$ cat config.mk
export PLATFORM = sky130hd
export DESIGN_NAME = multicycle_controller
export DESIGN_NICKNAME = d
export VERILOG_FILES = /design/src/rtl/multicycle_controller_pkg.sv /design/src/rtl/multicycle_controller_alu_op_decode.sv /design/src/rtl/multicycle_controller.sv
export SDC_FILE = /design/constraint.sdc
export NUM_CORES = 1
export LEC_CHECK = 0
export BUFFER_PORTS_ARGS = -buffer_cell sky130_fd_sc_hd__buf_2
export CORE_ASPECT_RATIO = 2
export CORE_MARGIN = 2
export CORE_UTILIZATION = 45
export CTS_BUF_LIST = sky130_fd_sc_hd__clkbuf_8
export DETAILED_ROUTE_END_ITERATION = 16
export PLACE_DENSITY_LB_ADDON = 0.12
export SYNTH_ARGS = -nofsm -noshare
export SYNTH_HDL_FRONTEND = slang
export SYNTH_SLANG_ARGS = --single-unit
$ cat constraint.sdc
create_clock -name Clock -period 1.45 [get_ports Clock]
set_input_delay 0.145 -clock Clock [delete_from_list [all_inputs] [get_ports Clock]]
set_output_delay 0.145 -clock Clock [all_outputs]
set_load 0.01 [all_outputs]
$ cat src/rtl/multicycle_controller_pkg.sv
// Shared definitions for the multicycle controller: FSM states, opcode and
// funct fields, ALU operation codes and PC source selects.
package multicycle_controller_pkg;

   typedef enum logic [2:0] {
      StIdle,
      StFetch,
      StDecode,
      StExec,
      StMem,
      StWb,
      StHalt
   } state_e;

   // Opcodes, instr[31:26]
   localparam logic [5:0] OpRtype = 6'b000000;
   localparam logic [5:0] OpLw    = 6'b100011;
   localparam logic [5:0] OpSw    = 6'b101011;
   localparam logic [5:0] OpAddi  = 6'b001000;
   localparam logic [5:0] OpBeq   = 6'b000100;
   localparam logic [5:0] OpHalt  = 6'b111111;

   // R-type funct codes, instr[5:0]
   localparam logic [5:0] FnAnd = 6'b100100;
   localparam logic [5:0] FnOr  = 6'b100101;
   localparam logic [5:0] FnAdd = 6'b100000;
   localparam logic [5:0] FnSub = 6'b100010;
   localparam logic [5:0] FnSlt = 6'b101010;
   localparam logic [5:0] FnNor = 6'b100111;

   // ALU operation codes
   localparam logic [3:0] AluAnd = 4'b0000;
   localparam logic [3:0] AluOr  = 4'b0001;
   localparam logic [3:0] AluAdd = 4'b0010;
   localparam logic [3:0] AluSub = 4'b0110;
   localparam logic [3:0] AluSlt = 4'b0111;
   localparam logic [3:0] AluNor = 4'b1100;

   // PC source selects
   localparam logic [1:0] PcSrcSeq    = 2'b00;  // PC + 1
   localparam logic [1:0] PcSrcBranch = 2'b01;  // PC + 1 + imm

endpackage

$ cat src/rtl/multicycle_controller_alu_op_decode.sv
// R-type funct to ALU operation decoder; valid_o flags a recognised funct.
module alu_op_decode
   import multicycle_controller_pkg::*;
(
   input  logic [5:0] funct_i,
   output logic [3:0] alu_op_o,
   output logic       valid_o
);

   // Table lookup; unknown functs yield AND with valid_o low
   always_comb begin
      alu_op_o = AluAnd;
      valid_o  = 1'b1;
      case (funct_i)
         FnAnd:   alu_op_o = AluAnd;
         FnOr:    alu_op_o = AluOr;
         FnAdd:   alu_op_o = AluAdd;
         FnSub:   alu_op_o = AluSub;
         FnSlt:   alu_op_o = AluSlt;
         FnNor:   alu_op_o = AluNor;
         default: valid_o  = 1'b0;
      endcase
   end

endmodule

$ cat src/rtl/multicycle_controller.sv
// Multicycle CPU control FSM: FETCH/DECODE/EXEC/MEM/WB sequencing with a bus
// wait timeout, sticky illegal/bus_error flags and a terminal HALT state.
module multicycle_controller
   import multicycle_controller_pkg::*;
#(
   parameter int unsigned MEM_WAIT_MAX = 15
) (
   input  logic        Clock,
   input  logic        Reset_n,
   input  logic        start,
   output logic        imem_req,
   input  logic        imem_ready,
   input  logic [31:0] instr,
   input  logic        dmem_ready,
   input  logic        alu_zero,
   output logic        pc_write,
   output logic [1:0]  pc_src,
   output logic        ir_write,
   output logic        reg_write,
   output logic        reg_dst,
   output logic        mem_to_reg,
   output logic        alu_src,
   output logic [3:0]  alu_op,
   output logic        mem_read,
   output logic        mem_write,
   output logic        busy,
   output logic        halted,
   output logic        illegal,
   output logic        bus_error
);

   localparam int unsigned WaitW = (MEM_WAIT_MAX > 1) ? $clog2(MEM_WAIT_MAX + 1) : 1;

   state_e           state_q, state_d;
   logic [5:0]       opcode_q, opcode_d;
   logic [5:0]       funct_q, funct_d;
   logic [WaitW-1:0] wait_q, wait_d;
   logic             illegal_q, illegal_d;
   logic             bus_error_q, bus_error_d;

   logic [3:0] rtype_alu_op;
   logic       rtype_valid;
   logic       wait_hit;
   logic       unused_instr;

   assign unused_instr = ^instr[25:6];

   // Current cycle is the MEM_WAIT_MAX-th consecutive cycle without ready
   assign wait_hit = (32'(wait_q) + 32'd1) == MEM_WAIT_MAX;

   alu_op_decode u_alu_op_decode (
      .funct_i  (funct_q),
      .alu_op_o (rtype_alu_op),
      .valid_o  (rtype_valid)
   );

   // State register
   always_ff @(posedge Clock or negedge Reset_n) begin
      if (!Reset_n) begin
         state_q <= StIdle;
      end else begin
         state_q <= state_d;
      end
   end

   // Latched instruction fields, wait counter and sticky error flags
   always_ff @(posedge Clock or negedge Reset_n) begin
      if (!Reset_n) begin
         opcode_q    <= '0;
         funct_q     <= '0;
         wait_q      <= '0;
         illegal_q   <= 1'b0;
         bus_error_q <= 1'b0;
      end else begin
         opcode_q    <= opcode_d;
         funct_q     <= funct_d;
         wait_q      <= wait_d;
         illegal_q   <= illegal_d;
         bus_error_q <= bus_error_d;
      end
   end

   // Next-state and register update logic
   always_comb begin
      state_d     = state_q;
      opcode_d    = opcode_q;
      funct_d     = funct_q;
      wait_d      = '0;
      illegal_d   = illegal_q;
      bus_error_d = bus_error_q;
      unique case (state_q)
         StIdle: begin
            if (start) state_d = StFetch;
         end
         StFetch: begin
            if (imem_ready) begin
               opcode_d = instr[31:26];
               funct_d  = instr[5:0];
               state_d  = StDecode;
            end else if (wait_hit) begin
               bus_error_d = 1'b1;
               state_d     = StHalt;
            end else begin
               wait_d = wait_q + WaitW'(1);
            end
         end
         StDecode: begin
            case (opcode_q)
               OpRtype: begin
                  if (rtype_valid) begin
                     state_d = StExec;
                  end else begin
                     illegal_d = 1'b1;
                     state_d   = StFetch;
                  end
               end
               OpLw, OpSw, OpAddi, OpBeq: state_d = StExec;
               OpHalt:                    state_d = StHalt;
               default: begin
                  illegal_d = 1'b1;
                  state_d   = StFetch;
               end
            endcase
         end
         StExec: begin
            case (opcode_q)
               OpLw, OpSw:      state_d = StMem;
               OpRtype, OpAddi: state_d = StWb;
               default:         state_d = StFetch;
            endcase
         end
         StMem: begin
            if (dmem_ready) begin
               state_d = (opcode_q == OpLw) ? StWb : StFetch;
            end else if (wait_hit) begin
               bus_error_d = 1'b1;
               state_d     = StHalt;
            end else begin
               wait_d = wait_q + WaitW'(1);
            end
         end
         StWb:    state_d = StFetch;
         StHalt:  state_d = StHalt;
         default: state_d = StIdle;
      endcase
   end

   // Control outputs decoded from state and latched fields
   always_comb begin
      imem_req   = 1'b0;
      pc_write   = 1'b0;
      pc_src     = PcSrcSeq;
      ir_write   = 1'b0;
      reg_write  = 1'b0;
      reg_dst    = 1'b0;
      mem_to_reg = 1'b0;
      alu_src    = 1'b0;
      alu_op     = AluAnd;
      mem_read   = 1'b0;
      mem_write  = 1'b0;
      busy       = (state_q != StIdle) && (state_q != StHalt);
      halted     = (state_q == StHalt);
      illegal    = illegal_q;
      bus_error  = bus_error_q;
      unique case (state_q)
         StFetch: begin
            imem_req = 1'b1;
            if (imem_ready) begin
               ir_write = 1'b1;
               pc_write = 1'b1;
               pc_src   = PcSrcSeq;
            end
         end
         StExec: begin
            case (opcode_q)
               OpLw, OpSw, OpAddi: begin
                  alu_src = 1'b1;
                  alu_op  = AluAdd;
               end
               OpRtype: alu_op = rtype_alu_op;
               OpBeq: begin
                  alu_op = AluSub;
                  if (alu_zero) begin
                     pc_write = 1'b1;
                     pc_src   = PcSrcBranch;
                  end
               end
               default: ;
            endcase
         end
         StMem: begin
            mem_read  = (opcode_q == OpLw);
            mem_write = (opcode_q == OpSw);
         end
         StWb: begin
            reg_write  = 1'b1;
            reg_dst    = (opcode_q == OpRtype);
            mem_to_reg = (opcode_q == OpLw);
         end
         default: ;
      endcase
   end

endmodule
**Yosys cells after proc, flatten, opt, wreduce, memory -nomap -nowiden**

Index checks and enable logic that the tools add are counted.

- Add/subtract/negate cells: 2
- Reductions and logical operators: 14
- Bitwise logic cells: 1
- Mux-type cells: 39
- Equality and inequality tests: 23

Operators with widths:

| kind | number |
|---|---|
| 6-bit == test, second input constant | 9 |
| 3-bit one-hot mux with 7 select lines | 1 |
| 1-bit 2-to-1 mux | 20 |
| 4-bit one-hot mux with 5 select lines | 1 |
| 4-bit 2-to-1 mux | 4 |
| 3-bit 2-to-1 mux | 5 |
| 4-bit one-hot mux with 3 select lines | 1 |
| 3-bit == test, second input constant | 3 |
| 3-bit one-hot mux with 3 select lines | 1 |
| 2-bit != test, second input constant | 4 |
| 4-bit one-hot mux with 2 select lines | 1 |
| 3-bit by 2-bit == test with 1-bit output, second input constant | 2 |
| 6-bit by 3-bit == test with 1-bit output, second input constant | 1 |
| 6-bit by 4-bit == test with 1-bit output, second input constant | 1 |
| 6-bit zero test | 1 |
| 1-bit one-hot mux with 2 select lines | 3 |
| 3-bit one-hot mux with 2 select lines | 1 |
| 3-bit AND reduction | 2 |
| 6-bit OR reduction | 1 |
| 4-bit by 1-bit adder with 5-bit output, second input constant | 1 |
| 5-bit by 4-bit == test with 1-bit output, second input constant | 1 |
| 5-bit OR reduction | 1 |
| 4-bit by 1-bit adder with 4-bit output, second input constant | 1 |
| 2-bit OR reduction | 2 |
| 11 further kinds | 11 |

- Word-level logic and storage cells: 85
- Output and inout bits: 19
- Input bits: 38
- Bits in registers: 21

**Depth between registers and ports, before layout**

Gate-level depths: netlist of the first run.

- Word-level depth: 6
- Mapped depth: 7
- Depth with buffers taken out: 7

**Cells and area by module**

A second synthesis of the first run with hierarchy kept.

- Cells, all modules: 142
- Area total of the unflattened synthesis: 1362.6 um^2

Modules (own cells, without submodules):

| module | sequential area each (um^2) | cells an instance | instances | area an instance (um^2) |
|---|---|---|---|---|
| multicycle_controller | 525.5 | 129 | 1 | 1253.7 |
| alu_op_decode | 0.0 | 13 | 1 | 108.9 |

**Worst setup path after synthesis of the first run**

No wires, ideal clock.

- Kind: reg2out
- From: reg opcode_q[3]
- To: out alu_op[1]
- Slack: -0.068 ns
- Data required time: 1.305 ns
- Stages on the path, launching flop included: 6
- Buffers on the path: 1
- Arrival: 1.373 ns
- Cells stage by stage: dfrtp_1 > buf_4 > nor4b_4 > a31oi_1 > o22a_1 > nor3_1

- Longest elaborated chain between the ends: 4
- Elaborated cells on any way between the ends: 8
- Classes of those cells: eq/ne: 4; mux: 2; reduce/logical: 2

Ends and longest elaborated chain:

| what | line | source |
|---|---|---|
| from (decl) | multicycle_controller.sv:35 | `logic [5:0] opcode_q, opcode_d;` |
| from (signal assigned) | multicycle_controller.sv:75 | `opcode_q <= opcode_d;` |
| 6-bit == test / 6-bit by 4-bit == test with 1-bit output (equally long branches) | multicycle_controller.sv:175 | `case (opcode_q)` |
| 3-bit OR reduction | multicycle_controller.sv:175 |  |
| 4-bit one-hot mux with 3 select lines * | multicycle_controller.sv:175 |  |
| 4-bit 2-to-1 mux * | multicycle_controller.sv:165 | `unique case (state_q)` |
| to (decl) | multicycle_controller.sv:23 | `output logic [3:0] alu_op,` |

Every way passes the cells marked *; elsewhere a longest branch is shown, timed or not.

**Final worst setup path of the first run**

- From: reg opcode_q[1]
- To: out pc_write

- Longest elaborated chain between the ends: 3

Ends and longest elaborated chain:

| what | line | source |
|---|---|---|
| 6-bit by 3-bit == test with 1-bit output | multicycle_controller.sv:175 |  |
| 1-bit 2-to-1 mux | multicycle_controller.sv:175 |  |
| 1-bit one-hot mux with 2 select lines | multicycle_controller.sv:165 |  |
| to (decl) | multicycle_controller.sv:16 | `output logic pc_write,` |

No other way between the ends.

==> results of run 1 <==
-- power groups by stage --
stage                     Combinational [mW]  Clock [mW]  Sequential [mW]
after floorplan                         1.22           0            0.995
after global placement                  1.64           0             1.07
after detailed placement                1.68           0             1.09
after CTS                               1.95       0.389             1.10
after global routing                    2.72       0.418             1.21
final                                   2.52       0.392             1.17
-- layout make-up --
class	instances	area [um^2]	share of cell area, %
tap	30	37.5	1.73
inverter	5	18.8	0.863
clock buffer	3	41.3	1.90
timing repair buffer	75	543	25.0
sequential	21	533	24.5
multi-input combinational	111	997	45.9
clock inverter	1	3.75	0.173
-- synth_stat cells (2+ instances only) --
cell type | n | area [um^2]
sky130_fd_sc_hd__o21ai_1 | 2 | 10.0
sky130_fd_sc_hd__nand2_1 | 11 | 41.3
sky130_fd_sc_hd__buf_4 | 3 | 22.5
sky130_fd_sc_hd__a31oi_1 | 2 | 12.5
sky130_fd_sc_hd__mux2_1 | 3 | 33.8
sky130_fd_sc_hd__o21ai_0 | 4 | 20.0
sky130_fd_sc_hd__nand3_1 | 5 | 25.0
sky130_fd_sc_hd__mux2_4 | 8 | 120
sky130_fd_sc_hd__buf_2 | 2 | 10.0
sky130_fd_sc_hd__buf_6 | 3 | 33.8
sky130_fd_sc_hd__nor2_1 | 16 | 60.1
sky130_fd_sc_hd__a21oi_1 | 9 | 45.0
sky130_fd_sc_hd__nor3_1 | 6 | 30.0
sky130_fd_sc_hd__dfrtp_1 | 21 | 526
sky130_fd_sc_hd__and3_1 | 3 | 18.8
sky130_fd_sc_hd__nor2b_1 | 3 | 18.8
sky130_fd_sc_hd__inv_1 | 5 | 18.8
sky130_fd_sc_hd__ha_1 | 2 | 25.0
sky130_fd_sc_hd__xnor2_1 | 2 | 17.5
sky130_fd_sc_hd__nand3b_1 | 2 | 15.0
sky130_fd_sc_hd__nand2b_1 | 8 | 50.1
-- final timing paths --
| path | from | to |
|---|---|---|
| max | opcode_q[1] | pc_write |
| max reg2reg | opcode_q[1] | state_q[1] |
| min | instr[2] | funct_q[2] |
| max in group asynchronous | Reset_n | opcode_q[1] |
| min in group asynchronous | Reset_n | opcode_q[3] |
| min reg2reg | bus_error | bus_error |
-- cells by family after synthesis --
family / Yosys count / synth area share, %
xor gates and xnor gates: 3 / 1.89
other: 1 / 0.269
AOI/OAI and AO/OA: 29 / 13.9
muxes: 12 / 11.9
and+or+nand+nor: 64 / 26.1
adders and majority gates: 2 / 1.80
DFF: 21 / 37.7
buffers and inverters: 14 / 6.47
-- sequential cells by signal, summed over array words and instances (netlist names) --
register / flops
wait_q: 4
state_q: 3
illegal: 1
opcode_q: 6
bus_error: 1
funct_q: 6
-- through the flow --
step,hold WS [ns],instance area [um^2],cells
finish,0.0882,2170,246
global route,0.0901,2170,246
CTS,0.0949,1910,239
detailed placement,0.138,1710,225
global placement,0.133,1710,225
floorplan,-0.151,1410,146
-- repair_timing --
item                                    CTS  global route
endpoints found under the hold margin    21             0
endpoints found under the setup margin   18            31
pin swaps                                10            15
buffers inserted                          9             8
hold buffers                              1             0
resized for setup                        17            48
-- layer usage --
metal  track usage [%]  vias up  part of all wire, %
met5                 0        -                    0
met4              11.5        0                  3.4
met3              3.91       14                  3.7
met2              43.9       41                   59
met1              22.1      667                   34
li1                  -      655                    -
-- worst register-to-register path: stages (launching register included) --
cell                       delay, ns
sky130_fd_sc_hd__dfrtp_2        0.44
sky130_fd_sc_hd__or3_4          0.43
sky130_fd_sc_hd__nor2_4         0.13
sky130_fd_sc_hd__nand4_1        0.18
sky130_fd_sc_hd__a21o_1         0.23
sky130_fd_sc_hd__o211ai_2       0.07
==> impl_metrics.sql, run 1 <==
INSERT INTO impl_metrics (metric_group, metric, value, unit) VALUES
('outcome', 'result_of_the_run', 'finished with violations', ''),
('outcome', 'violations_in_the_final_reports', 'negative setup slack', ''),
('finish', 'final_nets', '257', ''),
('timing', 'timing.final.crit_share', '121', '%'),
('synth', 'syn_area_per_cell', '9.54', 'um^2'),
('synth', 'synth_seq_cells', '21', ''),
('clock_network', 'cts_sinks', '21', ''),
('critical_path', 'ff2ff_setup_slack', '-0.10', 'ns'),
('timing', 'timing.final.ws_setup', '-0.308', 'ns'),
('clock_network', 'tritoncts.num_buffers', '3', ''),
('die', 'fp.dieW', '43.3', 'um'),
('route', 'detail_route.wirelength', '4150', 'um'),
('power_and_ir_drop', 'power_density', '1880', 'nW/um^2'),
('global_route', 'grt_start_max_net_pins', '22', ''),
('global_route', 'antenna_found_initial', '0', ''),
('finish', 'number_of_antenna_diodes', '0', ''),
('die', 'die_y', '82.7', 'um'),
('synth', 'syn_nets', '186', ''),
('timing', 'maxClockFrequency', '0.569', 'GHz'),
('clock_network', 'tritoncts_clock_tree', 'built', ''),
('place', 'port-buffer-count', '35', ''),
('synth', 'synth_enable_flop_cells', '0', ''),
('min_path', 'hold_path.class', 'input port to register', ''),
('clock_network', 'insertion_delay', '0.27', 'ns'),
('timing', 'timing_hold_violations_final', '0', ''),
('synth', 'netlist_instances', '146', ''),
('die', 'placement_rows', '28', ''),
('die', 'initial_utilization', '47.3', '%'),
('synth', 'ys_types', '47', ''),
('route', 'remaining_drc_errors', '0', ''),
('timing', 'finalSetupTns', '-2.91', 'ns'),
('finish', 'layout-area-overhead-vs-synth', '56.2', '%'),
('route', 'drt-initial-drc-count', '21', ''),
('timing', 'finalCriticalPeriod', '1.76', 'ns'),
('power_and_ir_drop', 'power_switching_share', '40.6', '%'),
('timing', 'skew', '0.00274', 'ns'),
('critical_path', 'critPathArrivalTime', '1.61', 'ns'),
('critical_path', 'worstSetupPathType', 'register to output port', ''),
('finish', 'most_frequent_standard_cell_in_the_layout_excluding_fill_and_tap_cells', 'sky130_fd_sc_hd__buf_2', ''),
('power_and_ir_drop', 'net-switching-power', '1.66', 'mW'),
('synth', 'synth.cell_area', '1390', 'um^2'),
('clock_network', 'h-tree-depth', '1', ''),
('global_route', 'grt_first_pass_wirelength', '6140', 'um'),
('synth', 'ys_dominant_reg_cell', 'sky130_fd_sc_hd__dfrtp_1', ''),
('critical_path', 'rr_worst_depth', '5', ''),
('finish', 'layout.core_utilization', '73.9', '%'),
('synth', 'synth_seq_area_share', '37.7', '%'),
('place', 'routabilityCongestion', '0.831', ''),
('timing', 'report.final.setup_viol', '17', ''),
('critical_path', 'req_time_crit_path', '1.31', 'ns'),
('finish', 'mostFrequentLayoutCells', 'sky130_fd_sc_hd__buf_2, sky130_fd_sc_hd__buf_4, sky130_fd_sc_hd__buf_6', ''),
('critical_path', 'max_stage_delay', '0.44', 'ns'),
('power_and_ir_drop', 'ir_worst_vdd', '0.00128', 'V'),
('route', 'via_per_inst', '5.60', ''),
('route', 'final_antenna_net_count', '0', ''),
('power_and_ir_drop', 'power.leakage', '0.995', 'nW'),
('clock_network', 'clk_root_buffer_cell', 'sky130_fd_sc_hd__clkbuf_8', ''),
('finish', 'final_layout_size_suffix_gt1_share', '59.7', '%'),
('global_route', 'via_count_of_the_first_global_routing_pass', '1394', ''),
('timing', 'slew_at_the_pin_closest_to_its_max_slew_limit', '0.506', 'ns'),
('min_path', 'hold_depth', '2', ''),
('route', 'detailroute.via_count', '1377', ''),
('run', 'cap_violations', '0', ''),
('power_and_ir_drop', 'clockPowerShare', '9.6', '%'),
('power_and_ir_drop', 'internal-power', '2.43', 'mW'),
('global_route', 'grt_remaining_overflow', '0', ''),
('timing', 'rsz0062_at_grt', 'true', ''),
('timing', 'slew_viol_final', '0', ''),
('die', 'area_of_the_die', '3580', 'um^2'),
('power_and_ir_drop', 'seqPwrFrac', '28.7', '%'),
('route', 'detail_route.first_pass.iterations', '4', '');
Power figures use the tool's default switching activity.
==> run 2: changes to the inputs <==
- SKIP_CTS_REPAIR_TIMING: not set -> 1
==> run 2 against run 1 <==
The flow still finishes with violations (negative setup slack). Via count down 0.58%. Largest cell class unchanged. Global-route usage is 1.4 points lower. Highest routed layer unchanged. Critical path type unchanged. Final cell count grew 0.41%. Hold slack improved by 0.0043 ns. Largest power group unchanged. Clock-buffer cell count stayed put.
==> impl_metrics.sql, run 2 (synthesis gave the netlist of run 1 again) <==
INSERT INTO impl_metrics (metric_group, metric, value, unit) VALUES
('outcome', 'result_of_the_run', 'finished with violations', ''),
('outcome', 'violations_in_the_final_reports', 'negative setup slack', ''),
('power_and_ir_drop', 'power.leakage', '0.990', 'nW'),
('power_and_ir_drop', 'power_density', '1800', 'nW/um^2'),
('timing', 'finalSetupTns', '-2.53', 'ns'),
('timing', 'skew', '0.00235', 'ns'),
('min_path', 'hold_path.class', 'input port to register', ''),
('place', 'place_area', '1710', 'um^2'),
('timing', 'rsz0062_at_grt', 'true', ''),
('clock_network', 'clk_transition_reported_paths', '0.08', 'ns'),
('critical_path', 'req_time_crit_path', '1.31', 'ns'),
('place', 'port-buffer-count', '35', ''),
('finish', 'sequential_cell_area', '529', 'um^2'),
('clock_network', 'h-tree-depth', '1', ''),
('critical_path', 'worst_path_max_delay_cell', 'sky130_fd_sc_hd__dfrtp_1', ''),
('place', 'place_hpwl', '2640', 'um'),
('finish', 'num-fill-cells', '235', ''),
('critical_path', 'critPathArrivalTime', '1.61', 'ns'),
('finish', 'most_frequent_standard_cell_in_the_layout_excluding_fill_and_tap_cells', 'sky130_fd_sc_hd__buf_2', ''),
('clock_network', 'tritoncts_clock_tree', 'built', ''),
('run', 'cap_violations', '0', ''),
('die', 'area_of_the_die', '3580', 'um^2'),
('die', 'initial_utilization', '47.3', '%'),
('finish', 'multi_input_area', '915', 'um^2'),
('clock_network', 'clock_path_buffers', '2', ''),
('clock_network', 'clk_root_buffer_cell', 'sky130_fd_sc_hd__clkbuf_8', ''),
('timing', 'timing.final.crit_share', '121', '%'),
('route', 'detail_route.wl_per_cell', '15.1', 'um'),
('clock_network', 'cts_sinks', '21', ''),
('timing', 'report.final.setup_viol', '13', ''),
('place', 'routabilityCongestion', '0.831', ''),
('critical_path', 'crit_chain', 'nor3_4 -> nand2b_1 -> nor2_2 -> and3_4 -> or2_1 -> buf_2', ''),
('timing', 'timing_hold_violations_final', '0', ''),
('route', 'drt-initial-drc-count', '11', ''),
('die', 'design.portCount', '57', ''),
('route', 'via_per_inst', '5.54', ''),
('die', 'fp.dieW', '43.3', 'um'),
('route', 'remaining_drc_errors', '0', ''),
('critical_path', 'rr_worst_depth', '4', ''),
('die', 'placement_rows', '28', ''),
('route', 'final_antenna_net_count', '0', ''),
('finish', 'final_layout_size_suffix_gt1_share', '53.5', '%'),
('timing', 'slew_viol_final', '0', ''),
('die', 'placeable_area', '2940', 'um^2'),
('die', 'die_y', '82.7', 'um'),
('critical_path', 'r2r_start', 'opcode_q[1]', ''),
('global_route', 'grt_remaining_overflow', '0', ''),
('finish', 'mostFrequentLayoutCells', 'sky130_fd_sc_hd__buf_2, sky130_fd_sc_hd__buf_4, sky130_fd_sc_hd__dfrtp_1', ''),
('route', 'detailroute.via_count', '1369', ''),
('finish', 'largestRegisters', 'funct_q: 6 flops, opcode_q: 6 flops, wait_q: 4 flops', ''),
('timing', 'timing.final.ws_setup', '-0.302', 'ns'),
('global_route', 'gr-usage-all-layers', '21.3', '%'),
('route', 'detail_route.wirelength', '3740', 'um'),
('critical_path', 'cp_max_fo', '3', ''),
('critical_path', 'kind_of_end_point_of_the_critical_path', 'output port', ''),
('route', 'detail_route.first_pass.iterations', '4', ''),
('timing', 'hold_slack', '0.0925', 'ns'),
('finish', 'number_of_antenna_diodes', '0', ''),
('global_route', 'grt_first_pass_wirelength', '5820', 'um'),
('timing', 'maxClockFrequency', '0.571', 'GHz'),
('min_path', 'min_from', 'instr[2]', ''),
('clock_network', 'tritoncts.num_buffers', '3', ''),
('critical_path', 'worstSetupPathType', 'register to output port', ''),
('global_route', 'via_count_of_the_first_global_routing_pass', '1316', ''),
('finish', 'postLayoutCellArea', '2090', 'um^2'),
('timing', 'finalCriticalPeriod', '1.75', 'ns'),
('finish', 'layout-area-overhead-vs-synth', '50.0', '%'),
('critical_path', 'beginning_of_the_critical_path', 'opcode_q[5]', ''),
('global_route', 'antenna_found_initial', '0', ''),
('clock_network', 'insertion_delay', '0.26', 'ns'),
('power_and_ir_drop', 'ir_worst_vdd', '0.00116', 'V'),
('finish', 'final_nets', '258', ''),
('global_route', 'grt_start_max_net_pins', '22', ''),
('critical_path', 'critical_path.startpoint_type', 'register', ''),
('min_path', 'hold_depth', '2', ''),
('critical_path', 'max_stage_delay', '0.43', 'ns');
run 2: cell types whose count changed in the layout (fill, tap and decap cells not counted), moves of 3 or more:
cell | before | now
sky130_fd_sc_hd__nor2_4 | 4 | 1
sky130_fd_sc_hd__dfrtp_2 | 6 | 3
sky130_fd_sc_hd__nor2_1 | 8 | 12
sky130_fd_sc_hd__buf_4 | 25 | 28
sky130_fd_sc_hd__dfrtp_1 | 15 | 18
run 2: worst paths after layout:
kind / endpoint / slack [ns]
worst max register to register: illegal / -0.10
worst min register to register: illegal / 0.50
min in group asynchronous: wait_q[1] / 0.37
worst min-delay path: funct_q[2] / 0.09
worst max-delay path: pc_write / -0.30
max in group asynchronous: wait_q[0] / 0.72
run 2: report_power, final:
part	internal, mW	switching [mW]
Sequential	0.818	0.305
Combinational	1.28	0.964
Clock	0.189	0.199
Total	2.28	1.47
run 2: worst max-delay path: cells and delay by family (launching register included):
kind	cells	cell delay (ns)
buffers and inverters	1	0.11
AND/OR/NAND/NOR	5	0.79
flip-flops	1	0.43
run 2: per-layer routing:
metal,GRT usage [%],vias up,share of wire [%]
met5,0,-,0
met4,11.5,0,3.6
met3,3.48,13,3.5
met2,39.4,40,57
met1,22.1,663,36
li1,-,653,-
run 2: metrics by stage:
stage,worst slack (ns),instances,utilization (%),power (mW)
floorplan,0.00677,146,-,2.21
global placement,-0.128,225,58.2,2.72
detailed placement,-0.172,225,58.2,2.77
CTS,-0.460,229,59.7,3.16
global route,-0.365,247,71.0,4.02
finish,-0.302,247,71.0,3.75
run 2: cell type report:
class / count / area share (%)
sequential: 21 / 25.3
clock inverter: 1 / 0.180
tap: 30 / 1.80
multi-input combinational: 111 / 43.8
inverter: 5 / 0.899
timing repair buffer: 76 / 26.0
clock buffer: 3 / 1.98
